## src/rtl/ibex_wb_result_stage.sv

```systemverilog
// Writeback result stage: holds one completing instruction and drives the register-file write port,
// either from the held EX result or from the LSU load response, with an optional load timeout.
module ibex_wb_result_stage #(
  parameter int unsigned LsuTimeout = 0,
  parameter int unsigned CntWidth   = 8
) (
  input  logic        clk_i,
  input  logic        rst_i,
  input  logic        en_wb_i,
  input  logic        instr_is_load_i,
  input  logic        rf_we_i,
  input  logic [4:0]  rf_waddr_i,
  input  logic [31:0] rf_wdata_i,
  output logic        ready_wb_o,
  input  logic        lsu_resp_valid_i,
  input  logic [31:0] lsu_rdata_i,
  input  logic        lsu_resp_err_i,
  output logic        rf_we_wb_o,
  output logic [4:0]  rf_waddr_wb_o,
  output logic [31:0] rf_wdata_wb_o,
  output logic        fwd_valid_o,
  output logic        instr_done_wb_o,
  output logic        load_err_o,
  output logic        load_timeout_o
);

  typedef enum logic [1:0] {
    WB_IDLE   = 2'd0,
    WB_RESULT = 2'd1,
    WB_LOAD   = 2'd2
  } wb_state_e;

  localparam bit                TimeoutEn = (LsuTimeout != 0);
  localparam logic [CntWidth-1:0] CntMax  = CntWidth'(LsuTimeout);
  localparam logic [CntWidth-1:0] CntLast = CntWidth'(LsuTimeout - 1);

  wb_state_e             state_q, state_d;
  logic                  we_q, we_d;
  logic [4:0]            waddr_q, waddr_d;
  logic [31:0]           wdata_q, wdata_d;
  logic [CntWidth-1:0]   cnt_q, cnt_d;

  logic in_load;
  logic resp_hit;
  logic timeout_hit;
  logic accept;

  always_comb begin
    in_load     = (state_q == WB_LOAD);
    resp_hit    = in_load & lsu_resp_valid_i;
    // A response on the same cycle as the last wait cycle takes priority over the timeout.
    timeout_hit = TimeoutEn & in_load & ~lsu_resp_valid_i & (cnt_q == CntLast);
    ready_wb_o  = ~in_load | lsu_resp_valid_i | timeout_hit;
    accept      = en_wb_i & ready_wb_o;
  end

  always_comb begin
    rf_we_wb_o      = 1'b0;
    rf_waddr_wb_o   = waddr_q;
    rf_wdata_wb_o   = wdata_q;
    fwd_valid_o     = 1'b0;
    instr_done_wb_o = 1'b0;
    load_err_o      = 1'b0;
    load_timeout_o  = 1'b0;
    unique case (state_q)
      WB_RESULT: begin
        rf_we_wb_o      = we_q;
        fwd_valid_o     = we_q;
        instr_done_wb_o = 1'b1;
      end
      WB_LOAD: begin
        rf_wdata_wb_o = lsu_rdata_i;
        if (resp_hit) begin
          rf_we_wb_o      = we_q & ~lsu_resp_err_i;
          fwd_valid_o     = we_q & ~lsu_resp_err_i;
          instr_done_wb_o = 1'b1;
          load_err_o      = lsu_resp_err_i;
        end else if (timeout_hit) begin
          instr_done_wb_o = 1'b1;
          load_timeout_o  = 1'b1;
        end
      end
      default: ;
    endcase
  end

  always_comb begin
    state_d = state_q;
    we_d    = we_q;
    waddr_d = waddr_q;
    wdata_d = wdata_q;
    cnt_d   = cnt_q;

    unique case (state_q)
      WB_RESULT: state_d = WB_IDLE;
      WB_LOAD: begin
        if (resp_hit || timeout_hit) begin
          state_d = WB_IDLE;
          cnt_d   = '0;
        end else if (cnt_q != CntMax) begin
          cnt_d = cnt_q + 1'b1;
        end
      end
      default: state_d = WB_IDLE;
    endcase

    // x0 writes are dropped at capture so the write port never targets x0.
    if (accept) begin
      we_d    = rf_we_i & (|rf_waddr_i);
      waddr_d = rf_waddr_i;
      wdata_d = rf_wdata_i;
      cnt_d   = '0;
      state_d = instr_is_load_i ? WB_LOAD : WB_RESULT;
    end
  end

  always_ff @(posedge clk_i or posedge rst_i) begin
    if (rst_i) begin
      state_q <= WB_IDLE;
      we_q    <= 1'b0;
      waddr_q <= '0;
      wdata_q <= '0;
      cnt_q   <= '0;
    end else begin
      state_q <= state_d;
      we_q    <= we_d;
      waddr_q <= waddr_d;
      wdata_q <= wdata_d;
      cnt_q   <= cnt_d;
    end
  end

`ifndef SYNTHESIS
  a_no_en_when_busy: assert property (@(posedge clk_i) disable iff (rst_i)
    !(en_wb_i && !ready_wb_o))
    else $error("en_wb_i asserted while ready_wb_o is low");
`endif

endmodule

```

## config.mk

```make
export PLATFORM = sky130hd
export DESIGN_NAME = ibex_wb_result_stage
export DESIGN_NICKNAME = d
export VERILOG_FILES = /design/src/rtl/ibex_wb_result_stage.sv
export SDC_FILE = /design/constraint.sdc
export NUM_CORES = 1
export LEC_CHECK = 0
export BUFFER_PORTS_ARGS = -buffer_cell sky130_fd_sc_hd__buf_4
export CAP_MARGIN = 20
export CORE_ASPECT_RATIO = 0.75
export CORE_MARGIN = 10
export CORE_UTILIZATION = 40
export CTS_CLUSTER_DIAMETER = 40
export CTS_CLUSTER_SIZE = 16
export DETAILED_ROUTE_END_ITERATION = 12
export PLACE_DENSITY = 0.74
export SLEW_MARGIN = 15
export SYNTH_ARGS = -nofsm -noshare
export SYNTH_HDL_FRONTEND = slang
export SYNTH_SLANG_ARGS = --single-unit
```

## constraint.sdc

```tcl
create_clock -name clk_i -period 1.7 [get_ports clk_i]
set_input_delay 0.17 -clock clk_i [delete_from_list [all_inputs] [get_ports clk_i]]
set_output_delay 0.17 -clock clk_i [all_outputs]
set_load 0.02 [all_outputs]
```

* Word-level counts from Yosys, hierarchy flattened
Index checks and enable logic that the tools add are counted.
Cells by class: bitwise gates (word level) 7, mux-type cells 11, equal/unequal tests 3, reductions and logical operators 1
Operator list (count):
- $mux W32 | 1
- $mux W2 | 4
- $reduce_or A5 Y1 | 1
- $and A1 B1 Y1 | 4
- $mux W1 | 4
- $pmux W1 S2 | 2
- $ne A3 B1 Y1 const B | 1
- $eq A2 B1 Y1 const B | 1
- $eq A2 B2 Y1 const B | 1
- $not A1 Y1 | 2
- $or A1 B1 Y1 | 1
Word-level totals: register bits 40, output and inout port bits 43, logic and storage cells 26, bits of input ports 76

* Depth between registers and ports, before layout
word-level depth 5, gate-level depth with buffers 9, gate-level depth less buffers 5

* Least setup slack after synthesis
Ideal clock, no wire load.
path kind reg-to-output, start register state_q[0], end output port rf_we_wb_o, stages on the path, launching flop included 8, required time 1.530 ns, data arrival time 1.593 ns, buffers on the path 2, path slack -0.063 ns, cell sequence dfrtp_1 inv_1 ha_1 buf_6 a21oi_1 nor2_1 and3_1 buf_4
On the way: cells in the longest elaborated chain, start to end 4, elaborated cells on any way between the ends 5
RTL lines:
- from (decl) | line 37 | wb_state_e state_q, state_d;
- from (signal assigned) | line 125 | state_q <= state_d;
- $eq A2 B2 Y1
- $and A1 B1 Y1 | line 50 | resp_hit = in_load & lsu_resp_valid_i;
- $mux W1
- $pmux W1 S2 (*)
- to (decl) | line 18 | output logic rf_we_wb_o,
Mark *: on every way between the ends. The rest lies on a longest branch, timed or not.

* Worst setup path after layout
start register state_q[0], end output port rf_wdata_wb_o[5]
On the way: cells in the longest elaborated chain, start to end 2
RTL lines:
- $eq A2 B2 Y1
- $mux W32 | line 65 | unique case (state_q)
- to (decl) | line 20 | output logic [31:0] rf_wdata_wb_o,
No other way between the ends.

==> impl_metrics.ini <==
[run_status]
status = finished with violations
violations = negative setup slack

[place]
gp_congestion = 0.675
hpwl_mm = 4.57
place_area_um2 = 3000
port_buffers = 117

[timing]
skew_ps = 5.72
hold_viol = 0
finalMaxSlewViolations = 0
fin_setup_tns_ps = -1260
rsz0062_at_grt = yes
setup_viol_count_final = 33
fin_ws_ps = -52.1
max_freq_mhz = 571
layout_min_cycle_time_ps = 1750
fin_crit_sh_pct = 103

[layout]
nets = 341
area.sequential_um2 = 1000
areaGrowthSynthToFinish_pct = 56.2
insertedDiodeCount = 0
fill_cells = 404
drive_above_1_share_pct = 78.8
multiInputGateArea_um2 = 1010
fin_area_um2 = 3240
fin_util_pct = 65.4

[power]
ir_drop_mv = 0.483
leakagePower_nw = 1.58
power_density_nw_per_um2 = 847

[die]
die_height_um = 82.4
row_count = 22
dieWidth_um = 103
core_area_um2 = 4950
ioPinCount = 119
dieArea_um2 = 8500
start_util_pct = 41.9

[detailed_routing]
ant_nets = 0
post_drt_wl_per_cell_um = 17.8
dr.pass1.iters = 3
vias_per_cell = 4.73
first_iter_violations = 15
routed_wirelength_mm = 5.76
drt_drc_violations_left = 0
num_vias = 1531

[global_route]
antenna_found_initial = 0
grt_pass1_wl_mm = 8.53
grt_max_degree = 41
grt_pass1_vias = 1699
grt_overflow = 0
grt_usage_pct = 13.1

[job]
drv_cap = 0

[logic_synthesis]
postSynthAreaPerCell_um2 = 14.7
ys_warn_count = 0
syn_area_um2 = 2070
synth.largest_area_cell = dfrtp_1
synth_top_cell_area_share_pct = 48.3
netlist_instances = 141
ys_seq_area_share_pct = 48.3
syn-num-nets = 219
ys_types = 21
ys_ff_latch = 40
synth.area.top_cells = dfrtp_1, mux2_2, mux2_4, buf_6, ha_1

[setup_path]
required_ps = 1530
start_kind = flip-flop
worst-setup-path-type = flip-flop to output pin
worstSetupEndpointType = output pin
cp_max_fo = 12
cp.arrival_ps = 1580

[hold_path]
min_path_type = input pin to asynchronous set/reset pin

[clock_tree]
clk_path_buf_depth = 2
clock_sink_count = 40
cts_root_buf = clkbuf_8
clock_latency_ps = 280
cts_buffers = 5
htreeDepth = 2
cts_tree = done
path_clk_slew_ps = 70
what timing repair did:
item | 4_1_cts | 5_1_grt
resized for setup | 25 | 3
setup buffers | 2 | 0
endpoints found under the setup margin | 35 | 60
pin swaps | 1 | 0
hold buffers | 0 | 0
cloned | 0 | 1
kinds of logic after synthesis:
group	share of synthesized area (%)
flops	48.3
fa+ha+maj	1.21
buf+inv	5.13
compound gates	1.15
simple gates	3.20
other cells	0.181
mux	40.9
cell usage in the layout (no fill, tap or decap), types with 2 or more instances in the layout:
cell type / synthesis / layout
buf_4: 2 / 107
mux2_2: 50 / 48
dfrtp_1: 40 / 40
mux2_4: 19 / 21
buf_6: 4 / 15
clkbuf_8: 0 / 6
o21ai_0: 2 / 2
inv_1: 3 / 2
nand3_1: 2 / 2
clkbuf_1: 0 / 2
buf_12: 0 / 2
area by class of cell:
class	instances	share of cell area (%)
timing repair buffer	126	32.5
multi-input combinational	87	31.2
sequential	40	30.9
clock buffer	8	2.78
tap	60	2.32
inverter	3	0.347
synthesized netlist by cell type:
cell type  number
and3_1          2
nand3b_1        1
nand2b_1        1
inv_1           3
buf_6           4
dfrtp_1        40
nand2_2         1
nand2b_2        1
mux2_4         19
o21ai_0         2
buf_8           1
ha_1            2
nand3_1         2
buf_2           4
buf_4           2
mux2_2         50
nor2_1          2
o2bb2ai_1       1
a21oi_1         1
conb_1          1
or4_1           1
where the power goes:
part,switching (W),internal (W),leakage (nW)
logic,0.000406,0.000575,1.07
clock network,0.000302,0.000331,0.0455
registers,0.0000646,0.00107,0.471
total,0.000773,0.00197,1.58
critical path, cell delays in order (launching register included):
cell and delay (ps):
dfrtp_1 390, inv_2 80, ha_4 170, buf_8 160, mux2_2 340, buf_4 160
routing by layer:
layer / vias up / global-route usage, % / routed length, µm
met4: 0 / 4.16 / 50
met5: - / 0 / 0
li1: 734 / - / -
met1: 719 / 15.1 / 2440
met3: 5 / 7.63 / 694
met2: 73 / 20.3 / 2580
sequential cells by signal, summed over array words and instances (netlist names):
register       cells
wdata_q           32
we_q               1
rf_waddr_wb_o      5
state_q            2
stage by stage:
step / hold slack [ps] / std cells / setup slack (ps) / total power [W]
3_3_place_gp: 338 / 313 / 140 / 0.00205
6_report: 2.90 / 324 / -52.1 / 0.00275
4_1_cts: 18.0 / 323 / -62.9 / 0.00278
5_1_grt: 36.7 / 324 / -112 / 0.00289
3_5_place_dp: 332 / 313 / 81.0 / 0.00207
2_1_floorplan: 308 / 141 / 31.1 / 0.00167
path summary, 6_finish.rpt:
check                                   start                to  slack, ps  cells past startpoint
worst max-delay path               state_q[0]  rf_wdata_wb_o[5]        -50                      5
worst min-delay path                    rst_i        wdata_q[1]          3                      3
worst max register to register     state_q[0]        wdata_q[9]         70                      7
worst min register to register           we_q              we_q        500                      1
max in group asynchronous               rst_i       wdata_q[27]       1340                      3
min in group clk_i              rf_wdata_i[2]        wdata_q[2]        110                      2
Note: power is estimated with default switching activity, not from simulation.
